--- src/rtl/seq_pattern_tx_if.sv ---
// Request/stream bundle for seq_pattern_tx: burst controls in, serial stream and status out.
// x_valid qualifies x_out and match_exp; there is no ready, so the stream advances every cycle x_valid is high.
interface seq_pattern_tx_if #(
    parameter int CNT_W = 8,
    parameter int GAP_W = 4
);
    logic             start;
    logic [CNT_W-1:0] count;
    logic [GAP_W-1:0] gap;
    logic             overlap_en;
    logic             abort;
    logic             x_out;
    logic             x_valid;
    logic             match_exp;
    logic             busy;
    logic             done;

    modport master (
        output start, count, gap, overlap_en, abort,
        input  x_out, x_valid, match_exp, busy, done
    );

    modport slave (
        input  start, count, gap, overlap_en, abort,
        output x_out, x_valid, match_exp, busy, done
    );
endinterface

--- src/rtl/seq_pattern_tx.sv ---
// Serial transmitter emitting `count` copies of a fixed pattern, gapped, back-to-back or overlapped,
// plus the match strobe a detector for the same pattern is expected to raise.
module seq_pattern_tx #(
    parameter int             PAT_W   = 5,
    parameter logic [PAT_W-1:0] PATTERN = 5'b10110,
    parameter int             OVL_LEN = 2,
    parameter int             CNT_W   = 8,
    parameter int             GAP_W   = 4
) (
    input  logic               clk,
    input  logic               rst,
    seq_pattern_tx_if.slave    bus,
    output logic [1:0]         dbg_state
);
    localparam int IDX_W = (PAT_W > 1) ? $clog2(PAT_W) : 1;
    localparam logic [IDX_W-1:0] IDX_LAST = IDX_W'(PAT_W - 1);
    localparam logic [IDX_W-1:0] IDX_OVL  = IDX_W'(OVL_LEN);

    typedef enum logic [1:0] {IDLE = 2'd0, SEND = 2'd1, GAP = 2'd2} state_t;

    state_t           state, state_n;
    logic [IDX_W-1:0] idx, idx_n;
    logic [CNT_W-1:0] rem, rem_n;
    logic [GAP_W-1:0] gcnt, gcnt_n;
    logic [GAP_W-1:0] gap_q, gap_n;
    logic             ovl_q, ovl_n;
    logic             done_n;

    assign dbg_state = state;

    // The state registers describe the bit shown on the outputs in the same cycle,
    // so outputs are registered from the next-state values.
    always_comb begin
        state_n = state;
        idx_n   = idx;
        rem_n   = rem;
        gcnt_n  = gcnt;
        gap_n   = gap_q;
        ovl_n   = ovl_q;
        done_n  = 1'b0;
        case (state)
            IDLE: begin
                if (bus.start && !bus.abort && (bus.count != '0)) begin
                    state_n = SEND;
                    idx_n   = '0;
                    rem_n   = bus.count;
                    gap_n   = bus.gap;
                    ovl_n   = bus.overlap_en;
                end
            end
            SEND: begin
                if (bus.abort) begin
                    state_n = IDLE;
                end else if (idx == IDX_LAST) begin
                    rem_n = rem - CNT_W'(1);
                    if (rem == CNT_W'(1)) begin
                        state_n = IDLE;
                        done_n  = 1'b1;
                    end else if (gap_q != '0) begin
                        state_n = GAP;
                        gcnt_n  = gap_q;
                    end else if (ovl_q) begin
                        idx_n = IDX_OVL;
                    end else begin
                        idx_n = '0;
                    end
                end else begin
                    idx_n = idx + 1'b1;
                end
            end
            GAP: begin
                if (bus.abort) begin
                    state_n = IDLE;
                end else begin
                    gcnt_n = gcnt - GAP_W'(1);
                    if (gcnt == GAP_W'(1)) begin
                        state_n = SEND;
                        idx_n   = '0;
                    end
                end
            end
            default: state_n = IDLE;
        endcase
    end

    always_ff @(posedge clk) begin
        if (rst) begin
            state         <= IDLE;
            idx           <= '0;
            rem           <= '0;
            gcnt          <= '0;
            gap_q         <= '0;
            ovl_q         <= 1'b0;
            bus.x_out     <= 1'b0;
            bus.x_valid   <= 1'b0;
            bus.match_exp <= 1'b0;
            bus.busy      <= 1'b0;
            bus.done      <= 1'b0;
        end else begin
            state         <= state_n;
            idx           <= idx_n;
            rem           <= rem_n;
            gcnt          <= gcnt_n;
            gap_q         <= gap_n;
            ovl_q         <= ovl_n;
            bus.x_out     <= (state_n == SEND) && PATTERN[IDX_LAST - idx_n];
            bus.x_valid   <= (state_n != IDLE);
            bus.match_exp <= (state_n == SEND) && (idx_n == IDX_LAST);
            bus.busy      <= (state_n != IDLE);
            bus.done      <= done_n;
        end
    end
endmodule

--- src/flat_wrapper.sv ---
// flat-port wrapper written by rule: the top's interface ports become plain ports
module seq_pattern_tx_flat 
#(
    parameter int             PAT_W   = 5,
    parameter logic [PAT_W-1:0] PATTERN = 5'b10110,
    parameter int             OVL_LEN = 2,
    parameter int             CNT_W   = 8,
    parameter int             GAP_W   = 4
)
  (clk, rst, dbg_state, bus_start, bus_count, bus_gap, bus_overlap_en, bus_abort, bus_x_out, bus_x_valid, bus_match_exp, bus_busy, bus_done);
  seq_pattern_tx_if #(.CNT_W(CNT_W), .GAP_W(GAP_W)) bus_i ();
  input  logic clk;
  input  logic rst;
  output logic [1:0] dbg_state;
  input wire logic [$bits(bus_i.start)-1:0] bus_start;
  input wire logic [$bits(bus_i.count)-1:0] bus_count;
  input wire logic [$bits(bus_i.gap)-1:0] bus_gap;
  input wire logic [$bits(bus_i.overlap_en)-1:0] bus_overlap_en;
  input wire logic [$bits(bus_i.abort)-1:0] bus_abort;
  output wire logic [$bits(bus_i.x_out)-1:0] bus_x_out;
  output wire logic [$bits(bus_i.x_valid)-1:0] bus_x_valid;
  output wire logic [$bits(bus_i.match_exp)-1:0] bus_match_exp;
  output wire logic [$bits(bus_i.busy)-1:0] bus_busy;
  output wire logic [$bits(bus_i.done)-1:0] bus_done;
  assign bus_i.start = bus_start;
  assign bus_i.count = bus_count;
  assign bus_i.gap = bus_gap;
  assign bus_i.overlap_en = bus_overlap_en;
  assign bus_i.abort = bus_abort;
  assign bus_x_out = bus_i.x_out;
  assign bus_x_valid = bus_i.x_valid;
  assign bus_match_exp = bus_i.match_exp;
  assign bus_busy = bus_i.busy;
  assign bus_done = bus_i.done;
  seq_pattern_tx #(.PAT_W(PAT_W), .PATTERN(PATTERN), .OVL_LEN(OVL_LEN), .CNT_W(CNT_W), .GAP_W(GAP_W)) u_core (.clk(clk), .rst(rst), .bus(bus_i), .dbg_state(dbg_state));
endmodule
--- config.mk ---
export PLATFORM = sky130hd
export DESIGN_NAME = seq_pattern_tx_flat
export DESIGN_NICKNAME = d
export VERILOG_FILES = /design/src/rtl/seq_pattern_tx_if.sv /design/src/rtl/seq_pattern_tx.sv /design/src/flat_wrapper.sv
export SDC_FILE = /design/constraint.sdc
export NUM_CORES = 1
export LEC_CHECK = 0
export ABC_AREA = 1
export CAP_MARGIN = 20
export CORE_MARGIN = 1.5
export CORE_UTILIZATION = 55
export CTS_BUF_LIST = sky130_fd_sc_hd__clkbuf_8 sky130_fd_sc_hd__clkbuf_16
export DETAILED_ROUTE_END_ITERATION = 10
export GPL_ROUTABILITY_DRIVEN = 0
export PLACE_DENSITY_LB_ADDON = 0.25
export SLEW_MARGIN = 20
export SYNTH_ARGS = -nofsm -noshare
export SYNTH_HDL_FRONTEND = slang
export SYNTH_SLANG_ARGS = --single-unit
--- constraint.sdc ---
create_clock -name clk -period 4.9 [get_ports clk]
set_input_delay 0.49 -clock clk [delete_from_list [all_inputs] [get_ports clk]]
set_output_delay 0.49 -clock clk [all_outputs]
set_load 0.01 [all_outputs]
After elaboration in Yosys (flattened, before gate mapping)

Memories as Yosys holds them, arrays and structs flattened.
Index checks and enable logic that the tools add are counted.

Flip-flop bits (word level): 26
ROM bits: 8
Input bits: 17
Output and inout port bits: 7
Logic and storage cells: 75
Memories: 1

$add $sub $neg: 4
Order comparisons: 1
Eq/ne operators: 13
Muxes and demuxes: 29
Bitwise logic cells: 2
Reduce and logical (&&, ||, !) cells: 15

Memory list:

| name             | depth | bits a word | rd ports | clocked after Yosys merged registers in | write ports | RTL line              | source |
|---|---|---|---|---|---|---|---|
| (name not given) | 8     | 1           | 1        | 0                                       | 0           | seq_pattern_tx.sv:106 | `bus.x_out <= (state_n == SEND) && PATTERN[IDX_LAST - idx_n];` |

Operator list:

| kind                                                                  | number |
|---|---|
| 8-bit 2-to-1 mux                                                      | 3 |
| 3-bit 2-to-1 mux                                                      | 7 |
| 4-bit 2-to-1 mux                                                      | 5 |
| 2-bit 2-to-1 mux                                                      | 8 |
| 8-bit one-hot mux with 2 select lines                                 | 1 |
| 3-bit one-hot mux with 3 select lines                                 | 1 |
| 8-bit by 1-bit equality test with 1-bit output, second input constant | 1 |
| 4-bit one-hot mux with 2 select lines                                 | 1 |
| 8-bit nonzero test                                                    | 1 |
| 8-bit by 1-bit subtractor with 8-bit output, second input constant    | 1 |
| 3-bit equality test, second input constant                            | 2 |
| 2-bit by 1-bit != test with 1-bit output, second input constant       | 3 |
| 2-bit != test, second input constant                                  | 3 |
| 2-bit one-hot mux with 3 select lines                                 | 1 |
| 6-bit AND reduction                                                   | 1 |
| 2-bit nonzero test                                                    | 3 |
| 2-bit by 1-bit equality test with 1-bit output, second input constant | 2 |
| 4-bit by 1-bit equality test with 1-bit output, second input constant | 1 |
| 1-bit logical AND                                                     | 4 |
| 3-bit by 4-bit < comparator with 1-bit output, second input constant  | 1 |
| 4-bit AND reduction                                                   | 1 |
| 4-bit nonzero test                                                    | 1 |
| 4-bit OR reduction                                                    | 1 |
| 4-bit by 1-bit subtractor with 4-bit output, second input constant    | 1 |
| 8 further kinds                                                       | 10 |

Longest topological paths before layout

Word-level depth: 10
Gate-level depth with buffers: 16
Gate-level depth less buffers: 16

Worst setup path before layout

Ideal clock, no wire load.

Path type: input port to flip-flop
From: in bus_count[7]
To: reg u_core.bus.x_out
Setup time: 0.109 ns
Arrival time: 1.897 ns
Required time: 4.791 ns
Slack: 2.894 ns
Stages on the path: 16
Path buffers: 0
Cells stage by stage: nor2_1 -> nand2_1 -> o21ai_2 -> nand2_1 -> nand2_1 -> o21ai_0 -> inv_1 -> nand2_1 -> o21ai_2 -> inv_2 -> ha_1 -> ha_1 -> inv_1 -> nand3_2 -> nand2_1 -> inv_1

Longest elaborated chain between the ends: 8
Elaborated cells on any way between the ends: 11
Classes of those cells: 1 x add/sub; 1 x eq/ne; 5 x mux; 3 x reduce/logical; 1 x memory

RTL lines:

| what                                   | RTL line                | source |
|---|---|---|
| start: declaration                     | flat_wrapper.sv:16      | `input wire logic [$bits(bus_i.count)-1:0] bus_count;` |
| 8-bit nonzero test *                   | seq_pattern_tx.sv:43    | `if (bus.start && !bus.abort && (bus.count != '0)) begin` |
| 1-bit logical AND *                    | seq_pattern_tx.sv:43    |  |
| 3-bit 2-to-1 mux                       | seq_pattern_tx.sv:43    |  |
| 3-bit one-hot mux with 3 select lines  | seq_pattern_tx.sv:41    | `case (state)` |
| 3-bit subtractor                       | seq_pattern_tx.sv:106   |  |
| memory 8 x 1 bit                       | -                       |  |
| 1-bit 2-to-1 mux (implied by the code) | seq_pattern_tx.sv:106   |  |
| 1-bit logical AND *                    | seq_pattern_tx.sv:106   |  |
| end signal: assignment                 | seq_pattern_tx.sv:106   |  |
| end: declaration                       | seq_pattern_tx_if.sv:25 | `output x_out, x_valid, match_exp, busy, done` |

Every way passes the cells marked *; elsewhere a longest branch is shown, timed or not. The select of a mux whose other input is x is not followed.
A chain may end at the register's enable or synchronous reset.

Worst setup path after layout

From: in bus_abort
To: reg u_core.bus.x_out

Longest elaborated chain between the ends: 9
Elaborated cells on any way between the ends: 16
Classes of those cells: 1 x add/sub; 1 x eq/ne; 9 x mux; 4 x reduce/logical; 1 x memory

RTL lines:

| what                                   | RTL line              | source |
|---|---|---|
| start: declaration                     | flat_wrapper.sv:19    | `input wire logic [$bits(bus_i.abort)-1:0] bus_abort;` |
| 1-bit logical NOT                      | seq_pattern_tx.sv:43  |  |
| 1-bit logical AND (2 in series)        | seq_pattern_tx.sv:43  |  |
| 3-bit 2-to-1 mux                       | seq_pattern_tx.sv:43  |  |
| 3-bit one-hot mux with 3 select lines  | seq_pattern_tx.sv:41  |  |
| 3-bit subtractor                       | seq_pattern_tx.sv:106 |  |
| memory 8 x 1 bit                       | -                     |  |
| 1-bit 2-to-1 mux (implied by the code) | seq_pattern_tx.sv:106 |  |
| 1-bit logical AND *                    | seq_pattern_tx.sv:106 |  |

Marks and branches as above.

==> impl_metrics.env <==
export IMPL_drcViolationCount=0
export IMPL_synthMuxAreaShare_pct=0
export IMPL_critPathLaunchType="input pin"
export IMPL_skew_ps=2.49
export IMPL_maxCapViolCount=0
export IMPL_netlist_area_sq_um=1570
export IMPL_ant_nets=0
export IMPL_port_buffers=23
export IMPL_wire_per_inst_microns=12.0
export IMPL_multi_input_area_sq_um=865
export IMPL_synth_top_family_by_area="simple AND/OR/NAND/NOR gates"
export IMPL_p_per_area_nw_per_um2=293
export IMPL_start_util_pct=57.5
export IMPL_highest_layer="met4"
export IMPL_postSynthCellCount=227
export IMPL_avgSynthCellArea_sq_um=6.92
export IMPL_worst_slack_ps=2290
export IMPL_cts_resized=0
export IMPL_ctsLongestPathBuffers=2
export IMPL_grt_ovfl_total=0
export IMPL_cp_required_ps=5090
export IMPL_ys_ff_latch=26
export IMPL_synth_xor_area_share_pct=2.23
export IMPL_status="completed"
export IMPL_grt_pass1_wl_mm=5.58
export IMPL_cts_num_sinks=26
export IMPL_synth_fa_ha_area_share_pct=6.37
export IMPL_nets=274
export IMPL_chipWidth_microns=56.5
export IMPL_critPathArrivalTime_ps=2790
export IMPL_r2r_start="u_core.dbg_state[0]"
export IMPL_dp_slack_ps=2030
export IMPL_finalSetupViolations=0
export IMPL_critPathKind="input pin to register"
export IMPL_dieArea_sq_um=3190
export IMPL_fmax_mhz=384
export IMPL_fillerInstances=250
export IMPL_first_pass_iters=4
export IMPL_yosys_warnings=0
export IMPL_vias=1469
export IMPL_antenna_cells=0
export IMPL_fin_crit_sh_pct=53.2
export IMPL_numCtsBuffers=3
export IMPL_cts_tree="yes"
export IMPL_rsz0062_at_grt="false"
export IMPL_critPathLaunch="bus_abort"
export IMPL_areaGrowthSynthToFinish_pct=19.3
export IMPL_wirelength_met1_mm=1.59
export IMPL_wl_met3_microns=102
export IMPL_dieHeight_microns=56.5
export IMPL_grt_max_degree=17
export IMPL_slew_headroom_pct=69.2
export IMPL_critPathCaptureType="register"
export IMPL_hold_viol_final=0
export IMPL_final_layout_size_suffix_gt1_share_pct=9.68
export IMPL_track_usage_pct=21.9
export IMPL_ff_latch_area_sq_um=520
export IMPL_synth_nets=252
export IMPL_clkTransAtPathRegs_ps=90
export IMPL_first_iter_violations=62
export IMPL_core_area_sq_um=2730
export IMPL_viasPerCell=5.27
export IMPL_wl_met2_mm=1.61
export IMPL_io_pins=24
export IMPL_insertion_delay_ps=270
export IMPL_dp_hpwl_mm=2.51
export IMPL_ir_drop_v=0.000261
export IMPL_hold_class="register to register"
export IMPL_routed_wl_mm=3.36
export IMPL_slew_violations=0
export IMPL_fin_setup_tns_ps=0
export IMPL_cellLeakagePower_uw=0.000792
export IMPL_ys_seq_area_share_pct=33.1
export IMPL_worstMarginPinSlew_ps=461
export IMPL_min_delay_start="u_core.ovl_q"
export IMPL_row_count=19
export IMPL_grt_pass1_vias=1272
export IMPL_synthDistinctLibCells=35
export IMPL_synth_compound_area_share_pct=21.2
export IMPL_grt_antenna_before_repair=0
export IMPL_cts_setup_buffers=0
export IMPL_min_period_ps=2610
export IMPL_htreeDepth=1
export IMPL_clockRootBuffer="clkbuf_8"
export IMPL_cp_max_fo=11
export IMPL_ctsHoldBuffers=0
export IMPL_synth_simple_area_share_pct=25.2
[power by group]
| group | internal [uW] | switching [uW] | total (uW) |
|---|---|---|---|
| sequential | 227 | 12.9 | 240 |
| clock | 109 | 70.4 | 180 |
| combinational | 52.8 | 77.8 | 131 |
[worst paths after layout]
| path | endpoint | depth (start not counted) | slack, ps |
|---|---|---|---|
| max | u_core.bus.x_out | 16 | 2290 |
| min | u_core.ovl_q | 2 | 460 |
| max reg2reg | u_core.bus.x_out | 11 | 2740 |
| min reg2reg | u_core.ovl_q | 2 | 460 |
[layout make-up]
cell class / count / area share (%)
clock inverters: 1 / 1.60
flip-flops and latches: 26 / 27.8
clock buffers: 3 / 2.20
repair buffers: 23 / 12.3
well taps: 31 / 2.07
multi-input cells: 155 / 46.1
inverters: 40 / 8.01
[kinds of logic after synthesis]
group	Yosys count
buffers and inverters	46
XOR/XNOR	4
adder cells (fa/ha/maj)	8
AO/OA/AOI/OAI	56
flip-flops	26
AND/OR/NAND/NOR	87
[layout by cell type (no fill, tap or decap), types with 6 or more instances in the layout]
cell	count
nand2_1	36
a21oi_1	16
nand3_1	10
o21ai_0	21
clkdlybuf4s50_1	23
dfxtp_1	26
nor2_1	24
o21ai_1	6
ha_1	8
inv_1	34
[layer usage]
layer  up-vias  global-route usage [%]
met3         7                    3.00
met1       664                    29.7
li1        775                       -
met2        23                    35.4
met5         -                       0
met4         0                    7.82
[sequential cells by signal (all words and copies together), names as in the netlist]
name	flops
u_core.rem	8
u_core.gap_q	4
u_core.gcnt	4
u_core.idx	3
u_core.dbg_state	2
u_core.bus.done	1
u_core.bus.match_exp	1
u_core.bus.x_out	1
u_core.bus.x_valid	1
u_core.ovl_q	1
[Yosys cell counts (all sizes together)]
library cell | instances | area share (%)
and2 | 1 | 0.40
o221ai | 1 | 0.56
ha | 8 | 6.4
dfxtp | 26 | 33
nand4 | 2 | 0.80
a21oi | 17 | 5.7
nor4 | 1 | 0.40
xnor2 | 2 | 1.1
clkinv | 2 | 0.48
a211oi | 1 | 0.48
o2111ai | 1 | 0.56
nor3 | 3 | 0.96
buf | 4 | 1.8
xor2 | 2 | 1.1
inv | 38 | 9.1
clkbuf | 2 | 0.48
nor2 | 27 | 7.6
nand2 | 42 | 11
o32a | 1 | 0.64
o21ai | 31 | 11
a31oi | 3 | 1.2
o211ai | 1 | 0.80
nand3 | 11 | 3.8
[stage by stage]
stage	cells	utilization, %	total power, uW	hold WS (ps)	instance area [sq um]
after global placement	275	66.0	372	449	1800
after detailed placement	275	66.0	373	455	1800
after floorplan	227	-	337	430	1570
final	279	68.6	550	461	1880
after CTS	279	68.6	551	469	1880
after global routing	279	68.6	580	490	1880
[critical path, cell delays in order]
cell             delay, ps
clkdlybuf4s50_1        640
nor2_1                 100
o21ai_2                100
nand2_1                100
nand2_1                250
o21ai_0                150
inv_1                   70
nand2_1                 70
o21ai_2                130
inv_2                   50
ha_1                   170
ha_1                   260
inv_1                   60
nand3_2                 60
nand2_1                 50
inv_1                   30
Power figures use the tool's default switching activity.
